==> config.mk <==
export PLATFORM = sky130hd
export DESIGN_NAME = pixel_job_dispatcher
export DESIGN_NICKNAME = d
export VERILOG_FILES = /design/src/rtl/accel_pkg.sv /design/src/rtl/rr_arbiter.sv /design/src/rtl/pixel_job_dispatcher.sv
export SDC_FILE = /design/constraint.sdc
export NUM_CORES = 1
export LEC_CHECK = 0
export CAP_MARGIN = 10
export CORE_ASPECT_RATIO = 0.6
export CORE_MARGIN = 4
export CORE_UTILIZATION = 51
export CTS_CLUSTER_DIAMETER = 80
export DETAILED_ROUTE_END_ITERATION = 16
export PLACE_DENSITY = 0.8
export SYNTH_ARGS = -nofsm -noshare
export SYNTH_HDL_FRONTEND = slang
export SYNTH_SLANG_ARGS = --single-unit
==> constraint.sdc <==
create_clock -name clk -period 2.8 [get_ports clk]
set_clock_uncertainty 0.2 [all_clocks]
set_input_delay 0.56 -clock clk [delete_from_list [all_inputs] [get_ports clk]]
set_output_delay 0.56 -clock clk [all_outputs]
set_load 0.05 [all_outputs]
==> src/rtl/accel_pkg.sv <==
// ----------------------------------------------------------------------------
// accel_pkg
// Shared types and defaults for the accelerator datapath scheduler.
//   - default coordinate widths and raster limits
//   - coordinate typedefs sized to the defaults
//   - dispatcher state encoding
// ----------------------------------------------------------------------------
package accel_pkg;

    localparam int NUM_ENG_DEF = 4;
    localparam int XW_DEF      = 10;
    localparam int YW_DEF      = 10;
    localparam int X_LAST_DEF  = 1023;
    localparam int Y_LAST_DEF  = 767;

    typedef logic [XW_DEF-1:0] coord_x_t;
    typedef logic [YW_DEF-1:0] coord_y_t;

    typedef enum logic [1:0] {
        IDLE  = 2'd0,
        SCAN  = 2'd1,
        DRAIN = 2'd2,
        DONE  = 2'd3
    } dispatch_state_t;

endpackage

==> src/rtl/rr_arbiter.sv <==
// ----------------------------------------------------------------------------
// rr_arbiter
// Round-robin arbiter with a registered priority pointer. Grants the first
// requester at or after the pointer; on advance the pointer moves to the
// position just past the granted requester.
// Ports:
//   clk      in  1  clock
//   rst      in  1  synchronous active-high reset (pointer -> 0)
//   req      in  N  request vector
//   advance  in  1  a grant was consumed this cycle; move the pointer
//   grant    out N  one-hot grant (zero when no request)
// ----------------------------------------------------------------------------
module rr_arbiter #(
    parameter int N = 4
) (
    input  logic         clk,
    input  logic         rst,
    input  logic [N-1:0] req,
    input  logic         advance,
    output logic [N-1:0] grant
);

    localparam int PW = (N > 1) ? $clog2(N) : 1;

    logic [PW-1:0] r_ptr;
    logic [PW-1:0] w_next_ptr;
    logic [N-1:0]  w_mask;
    logic [N-1:0]  w_masked;
    logic [N-1:0]  w_pick;

    // Requests at/above the pointer take priority; if none, wrap to the
    // lowest requester overall. The lowest set bit of the chosen vector is
    // isolated with x & -x.
    // NOTE: every signal driven here gets a default first so no path leaves
    // it unassigned, which would otherwise infer a latch.
    always_comb begin
        w_mask     = ~((N'(1) << r_ptr) - N'(1));
        w_masked   = req & w_mask;
        w_pick     = (|w_masked) ? w_masked : req;
        grant      = w_pick & (~w_pick + N'(1));
        w_next_ptr = r_ptr;
        for (int i = 0; i < N; i++) begin
            if (grant[i]) begin
                w_next_ptr = PW'((i + 1) % N);
            end
        end
    end

    // NOTE: state registers use non-blocking assignments so every flop
    // samples the pre-edge values regardless of statement order.
    always_ff @(posedge clk) begin
        if (rst) begin
            r_ptr <= '0;
        end else if (advance) begin
            r_ptr <= w_next_ptr;
        end
    end

endmodule

==> src/rtl/pixel_job_dispatcher.sv <==
// ----------------------------------------------------------------------------
// pixel_job_dispatcher
// Frame-level scheduler: walks the raster (X fastest, then Y) and hands one
// pixel coordinate per cycle to a ready, idle iteration engine chosen
// round-robin. Tracks one outstanding job per engine and reports frame
// completion once every pixel has been issued and retired.
// Ports:
//   clk, rst    clock, synchronous active-high reset
//   start       pulse, begins a frame (IDLE only)
//   abort       pulse, stop issuing, drain, return to IDLE
//   eng_ready   engine i can accept a job this cycle
//   eng_done    engine i retires its job this cycle
//   eng_issue   one-hot job strobe to engine i (combinational)
//   job_x/y     coordinate broadcast with eng_issue
//   busy        high in SCAN and DRAIN
//   frame_done  pulse after a normal frame completes
//   aborted     pulse after an aborted frame has drained
//   err_done    sticky: retire seen on an engine with no job
// ----------------------------------------------------------------------------
module pixel_job_dispatcher
    import accel_pkg::*;
#(
    parameter int NUM_ENG = NUM_ENG_DEF,
    parameter int XW      = XW_DEF,
    parameter int YW      = YW_DEF,
    parameter int X_LAST  = X_LAST_DEF,
    parameter int Y_LAST  = Y_LAST_DEF
) (
    input  logic               clk,
    input  logic               rst,
    input  logic               start,
    input  logic               abort,
    input  logic [NUM_ENG-1:0] eng_ready,
    input  logic [NUM_ENG-1:0] eng_done,
    output logic [NUM_ENG-1:0] eng_issue,
    output logic [XW-1:0]      job_x,
    output logic [YW-1:0]      job_y,
    output logic               busy,
    output logic               frame_done,
    output logic               aborted,
    output logic               err_done
);

    dispatch_state_t    r_state;
    logic [XW-1:0]      r_x;
    logic [YW-1:0]      r_y;
    logic [NUM_ENG-1:0] r_outstanding;
    logic               r_abort_lat;
    logic               r_frame_done;
    logic               r_aborted;
    logic               r_err_done;

    logic               w_scan;
    logic [NUM_ENG-1:0] w_req;
    logic [NUM_ENG-1:0] w_grant;
    logic               w_issue;
    logic               w_x_last;
    logic               w_y_last;
    logic [NUM_ENG-1:0] w_stray;

    assign w_scan   = (r_state == SCAN);
    assign w_req    = eng_ready & ~r_outstanding & {NUM_ENG{w_scan}};
    assign w_issue  = |w_grant;
    assign w_x_last = (r_x == XW'(X_LAST));
    assign w_y_last = (r_y == YW'(Y_LAST));
    assign w_stray  = eng_done & ~r_outstanding;

    rr_arbiter #(.N(NUM_ENG)) u_arb (
        .clk     (clk),
        .rst     (rst),
        .req     (w_req),
        .advance (w_issue),
        .grant   (w_grant)
    );

    assign eng_issue  = w_grant;
    assign job_x      = r_x;
    assign job_y      = r_y;
    assign busy       = (r_state == SCAN) || (r_state == DRAIN);
    assign frame_done = r_frame_done;
    assign aborted    = r_aborted;
    assign err_done   = r_err_done;

    always_ff @(posedge clk) begin
        if (rst) begin
            r_state       <= IDLE;
            r_x           <= '0;
            r_y           <= '0;
            r_outstanding <= '0;
            r_abort_lat   <= 1'b0;
            r_frame_done  <= 1'b0;
            r_aborted     <= 1'b0;
            r_err_done    <= 1'b0;
        end else begin
            r_frame_done  <= 1'b0;
            r_aborted     <= 1'b0;
            // A retire frees the engine from the next cycle; a new issue
            // can only target an engine that was already free.
            r_outstanding <= (r_outstanding & ~eng_done) | w_grant;

            case (r_state)
                IDLE: begin
                    if (start) begin
                        r_state     <= SCAN;
                        r_x         <= '0;
                        r_y         <= '0;
                        r_abort_lat <= 1'b0;
                        r_err_done  <= 1'b0;
                    end
                end
                SCAN: begin
                    if (w_issue) begin
                        if (w_x_last) begin
                            r_x <= '0;
                            r_y <= w_y_last ? '0 : r_y + 1'b1;
                        end else begin
                            r_x <= r_x + 1'b1;
                        end
                    end
                    // An issue coincident with abort still completes above.
                    if (abort) begin
                        r_state     <= DRAIN;
                        r_abort_lat <= 1'b1;
                    end else if (w_issue && w_x_last && w_y_last) begin
                        r_state <= DRAIN;
                    end
                end
                DRAIN: begin
                    if (r_outstanding == '0) begin
                        if (r_abort_lat) begin
                            r_state   <= IDLE;
                            r_aborted <= 1'b1;
                        end else begin
                            r_state <= DONE;
                        end
                    end
                end
                DONE: begin
                    r_state      <= IDLE;
                    r_frame_done <= 1'b1;
                end
                default: r_state <= IDLE;
            endcase

            // A stray retire is flagged even in the cycle a start clears it.
            if (|w_stray) begin
                r_err_done <= 1'b1;
            end
        end
    end

endmodule

==> results of run 1 <==
[placed cells by master, fill, tap and decap left out, drive strengths merged, types with 2 or more instances in the layout]
master	count
nand3	6
nor3	6
nand2	19
and3b	4
ha	8
or3	4
inv	18
nand4	5
nor2	16
a211oi	3
nand4b	2
a2111oi	2
a221oi	2
nand2b	6
a22oi	2
a211o	2
nor2b	9
buf	18
nor4	2
clkbuf	6
dfxtp	32
a21oi	21
clkdlybuf4s50	35
xnor2	7
a311oi	2
a21boi	2
nand3b	5
o31ai	5
a31oi	2
o22ai	2
o21ai	15
[power by group through the flow]
stage,logic (uW),clock network (uW),registers (uW)
floorplan,647,0,570
global placement,943,0,580
detailed placement,949,0,579
CTS,993,440,572
global route,1110,460,590
finish,1030,436,582
[critical path: cells and delay by family]
family                 cells  cell delay [ns]
buffers and inverters      2             0.65
AOI/OAI and AO/OA          2             0.36
and+or+nand+nor            2             0.38
[path summary, 6_finish.rpt]
| path | slack, ns | start | cells past startpoint | end |
|---|---|---|---|---|
| max reg2reg | 0.41 | job_x[0] | 6 | job_y[9] |
| min | 0.28 | err_done | 2 | err_done |
| max | 0.07 | eng_ready[3] | 6 | eng_issue[2] |
| min reg2reg | 0.28 | err_done | 2 | err_done |
[cells by family after synthesis]
group,after synthesis,share of synthesized area (%)
DFF,32,33.4
muxes,2,1.11
buffers and inverters,26,5.34
adders and majority gates,8,5.21
AOI/OAI and AO/OA,71,25.2
and+or+nand+nor,89,26.6
xor gates and xnor gates,7,3.19
[area by class of cell]
class	count	area (um2)
repair buffers	53	498
well taps	45	56.3
clock inverters	2	35.0
flip-flops and latches	32	642
inverters	18	67.6
multi-input cells	177	1230
fillers	265	821
clock buffers	6	72.6
[synthesized netlist by cell type (3+ instances only)]
master | count | share of area, %
nand2b_1 | 6 | 2.0
nor2_1 | 16 | 3.1
o31ai_1 | 5 | 2.0
nor2b_1 | 9 | 2.9
and3b_1 | 4 | 1.8
inv_1 | 18 | 3.5
a211oi_1 | 3 | 1.2
xnor2_1 | 7 | 3.2
a21oi_1 | 21 | 5.5
clkbuf_1 | 6 | 1.2
ha_1 | 8 | 5.2
nand3b_1 | 5 | 2.0
nand3_1 | 6 | 1.6
nand4_1 | 4 | 1.3
nor3_1 | 6 | 1.6
dfxtp_1 | 32 | 33
o21ai_0 | 15 | 3.9
or3_1 | 3 | 0.98
nand2_1 | 19 | 3.7
[metal layers]
metal | vias up | track usage (%)
met3 | 6 | 5.05
met5 | - | 0
met1 | 891 | 35.4
met2 | 70 | 29.2
met4 | 0 | 4.16
li1 | 966 | -
[flip-flops by register name (all words and copies together), names as in the netlist]
signal	count
u_arb.r_ptr	2
r_outstanding	4
r_state	2
job_y	10
frame_done	1
aborted	1
job_x	10
r_abort_lat	1
err_done	1
[metrics by stage]
step                hold WS (ns)  util (%)
finish                     0.279      76.0
global route               0.291      76.0
CTS                        0.281      75.3
detailed placement         0.271      70.9
global placement           0.262      70.9
floorplan                  0.260         -
[repair_timing]
item | in CTS | in global routing
pin swaps | 1 | 2
endpoints found under the setup margin | 4 | 5
setup buffers | 2 | 1
gates resized for setup | 5 | 5
==> results.md, run 1 <==
* Crit path max fanout at 4
* Clk root buf: clkbuf_8
* Via count at 1933
* Pre-Repair DR Iteration Count at 4
* Die width at 87.2 um
* Design Area, Final at 2600 um2
* ANT cells at 0
* P per Cell Area at 786 nW/um2
* Syn_area_per_cell at 8.17 um2
* Die area at 4840 um2
* Die H at 55.5 um
* Synthesized cell area at 1920 um2
* Max Freq at 367 MHz
* Clock Tree Buf Depth at 2
* Hpwl dp at 3840 um
* Placed insts at 322
* Initial antenna violation count at 0
* HP Class: reg2reg
* Number of global-route vias before repair at 1772
* Largest net degree at the start of global routing at 26
* Initial Util at 56.1%
* CTS clk-pin slew, worst paths at 0.06 ns
* Primary FF master, synth: dfxtp_1
* Outcome: completed
* Routed vias/inst at 5.80
* Mean routed wirelength per cell at 15.9 um
* Final non-filler cell total at 333
* #FFs+latches synth at 32
* Post-placement cell area at 2430 um2
* Lkg Pwr at 0.000938 uW
* CTS H-Tree Depth at 2
* IO Count at 40
* Max-Cap Viols at 0
* CP cell instances: clkdlybuf4s50_1, nand3b_1, a22oi_2, o22ai_1, and2_1, buf_4
* Final count of hold timing violations at 0
* Worst vdd ir at 0.533 mV
* # rows at 16
* Yosys warning count at 0
* Worst path slowest cell: clkdlybuf4s50_1
* Distinct cells, synth at 53
* DRT antenna net count at 0
* Residual DRC at 0
* Synth async-reset ratio at 0%
* Final period util at 97.4%
* DR WL met3 at 428 um
* Synthesized Nets at 255
* CP Class: in2out
* Clock network power share at 21.3%
* CTS tree: yes
* Pins Over Slew Limit at 0
* Core footprint at 3420 um2
* WL final at 5290 um
* CTS buffer count at 5
* Nets at 307
* PnR worst setup slack at 0.0732 ns
* Register area share after synthesis at 33.4%
* Switching share of power at 42.0%
* Grt total ovfl at 0
* Switch Pwr at 859 uW
* M1 WL at 2720 um
* Worst path arrival time at 1.97 ns
* Hold_buf cts at 0
* Cells after Synth at 235
* Worst Setup End Kind: primary output
* RSZ-0062 raised after global routing: false
* Routability Congestion at 0.877
* Share of layout cells above drive strength 1 at 14.6%
* Total power at 2050 uW
* Clock sinks at 32
* Critical path's largest stage delay at 0.47 ns
* Setup tns final at 0 ns
* First-pass GRT wire length at 8630 um
* Int Power at 1190 uW
* Combinational share of power at 50.2%
* Worst slew pin tran at 0.662 ns
* Top routing layer in use: met4
* Minimum clock period at 2.73 ns
* Met2 wire length at 2100 um
* Worst EP required at 2.04 ns
* Element type at the critical path start: input port
* PortBufs at 39
* Dpl ws at 0.0286 ns
* Final setup vio count at 0
* DRT iter0 DRCs at 142
* Slew headroom at 55.5%
* Reg power frac at 28.5%
* EDFF count, synth at 0
* Latest clock arrival within the worst-skew pair at 0.28 ns
* Total track usage at 22.0%
* Area Overhead vs Synth at 35.5%
Note: power is estimated with default switching activity, not from simulation.
==> run 2, diff against run 1 <==
--- a/config.mk
+++ b/config.mk
@@ -9,7 +9,7 @@
 export CORE_ASPECT_RATIO = 0.6
 export CORE_MARGIN = 4
 export CORE_UTILIZATION = 51
-export CTS_CLUSTER_DIAMETER = 80
+export CTS_CLUSTER_DIAMETER = 150
 export DETAILED_ROUTE_END_ITERATION = 16
 export PLACE_DENSITY = 0.8
 export SYNTH_ARGS = -nofsm -noshare
==> results of run 2 <==
Same layout as run 1: the final DEF is identical, and so are final timing and power.
==> RTL edit (settings of run 1) <==
Put one more register stage on the output `err_done`, without a reset. The value now appears one clock later. The other outputs are not delayed to match.
--- a/src/rtl/pixel_job_dispatcher.sv
+++ b/src/rtl/pixel_job_dispatcher.sv
@@ -79,7 +79,9 @@
     assign busy       = (r_state == SCAN) || (r_state == DRAIN);
     assign frame_done = r_frame_done;
     assign aborted    = r_aborted;
-    assign err_done   = r_err_done;
+    always_ff @(posedge clk) begin
+        err_done <= r_err_done;
+    end
 
     always_ff @(posedge clk) begin
         if (rst) begin
Behaviour: not the same (a bounded check fails within 4 cycles, from zero or initial values and one cycle with rst high).
==> RTL edit against run 1 <==
  * Sequential cell count is 1 higher
  * Worst setup slack worse by 0.069 ns
  * Synthesized area is 1.5% higher
  * Cell count is 0.60% higher
  * Total power is 4.4% lower
  * Die area is 1.3% higher
  * Wire length is 6.2% lower
  * Utilization is 5.5 points lower
  * First-iteration DRC count is 9.2% lower
  * Final area is 0.24% lower
  * Critical endpoint unchanged
  * Largest cell class unchanged
==> RTL edit: results (changes against run 1) <==
Run status
  • Status: finished clean (unchanged)

Critical path
  • Worst Setup SP: eng_ready[0] (was eng_ready[3])
  • R2R depth: 8 (was 6)
  • Crit path DAT: 2.04 ns (was 1.97 ns)
  • Worst-path fanout max: 8 (was 4)
  • R2r startpoint: r_state[1] (was job_x[0])
  • Critical R2R Capture: job_y[3] (was job_y[9])

Synth
  • Mux contribution to synthesized area: 1.09% (was 1.11%)
  • Adder-cell area share of the yosys netlist: 5.13% (was 5.21%)
  • Leading cell types by count after synthesis: 33 x dfxtp_1, 24 x a21oi_1, 22 x nor2_1, 17 x inv_1, 17 x nand2_1 (was 32 x dfxtp_1, 21 x a21oi_1, 19 x nand2_1, 18 x inv_1, 16 x nor2_1)
  • Post-Synth XOR/XNOR Area: 3.59% (was 3.19%)
  • Sequential-to-total area share from yosys stat: 33.9% (was 33.4%)
  • Yosys cell types: 52 (was 53)

Hold path
  • Min-Delay Path Depth: 0 (was 2)
  • Hold endpoint: err_done (unchanged)
  • HP Start: r_err_done (was err_done)

Place
  • Setup WS pre-CTS: 0.0511 ns (was 0.0286 ns)
  • GP Congestion: 0.884 (was 0.877)
  • Post-DP Area: 2470 um2 (was 2430 um2)
  • Placed cell count: 324 (was 322)

Clock network
  • Post-CTS Setup Inserts: 0 (was 2)
  • Post-CTS Resized: 2 (was 5)

Power
  • Total internal power: 1.12 mW (was 1.19 mW)
  • Maximum vdd drop: 0.636 mV (was 0.533 mV)
  • Pwr Density: 753 nW/um2 (was 786 nW/um2)
  • P_leak: 0.928 nW (was 0.938 nW)

STA
  • Worst-margin pin slew: 0.557 ns (was 0.662 ns)
  • Fmax: 358 MHz (was 367 MHz)
  • Fin Hold WS: 0.171 ns (was 0.279 ns)

Detailed routing
  • Starting DRC count in detailed routing: 129 (was 142)
  • Avg WL per Cell: 14.8 um (was 15.9 um)
  • Vias: 1917 (was 1933)
  • Pre-antenna DRT Iters: 5 (was 4)
  • Via density: 5.72 (was 5.80)

Global routing
  • Met2 Use GR: 29.2% (about the same)
  • Met1 Use GR: 30.2% (was 35.4%)
  • Vias in the first global route: 1706 (was 1772)
  • First-pass GRT wire length: 8080 um (was 8630 um)
  • GR Util met3: 7.40% (was 5.05%)

Final layout
  • Layout cell share with drive strength beyond 1: 16.7% (was 14.6%)
  • Fill count: 292 (was 265)
==> RTL edit: changes by cell type in the layout (fill, tap and decap cells not counted), sizes merged, moves of 3 or more <==
cell	before	now
nor2b	9	5
nand2b	6	3
or4	1	5
nor2	16	22
a21oi	21	24
==> RTL edit: kinds of logic after synthesis <==
family / after synthesis
xor gates and xnor gates: 8
AOI/OAI and AO/OA: 70
adders and majority gates: 8
and+or+nand+nor: 89
buffers and inverters: 25
muxes: 2
DFF: 33
==> RTL edit: cell type report <==
class | count | area (um2) | share of cell area (%)
sequential | 33 | 662 | 25.5
clock buffer | 6 | 72.6 | 2.80
tap | 47 | 58.8 | 2.27
timing repair buffer | 53 | 510 | 19.7
inverter | 17 | 63.8 | 2.46
clock inverter | 2 | 10.0 | 0.386
multi-input combinational | 177 | 1220 | 46.9
==> RTL edit: layer usage <==
metal / share of wire (%) / vias up
met5: 0 / -
met4: 1.1 / 0
met3: 7.3 / 6
met2: 42 / 67
met1: 49 / 883
li1: - / 961
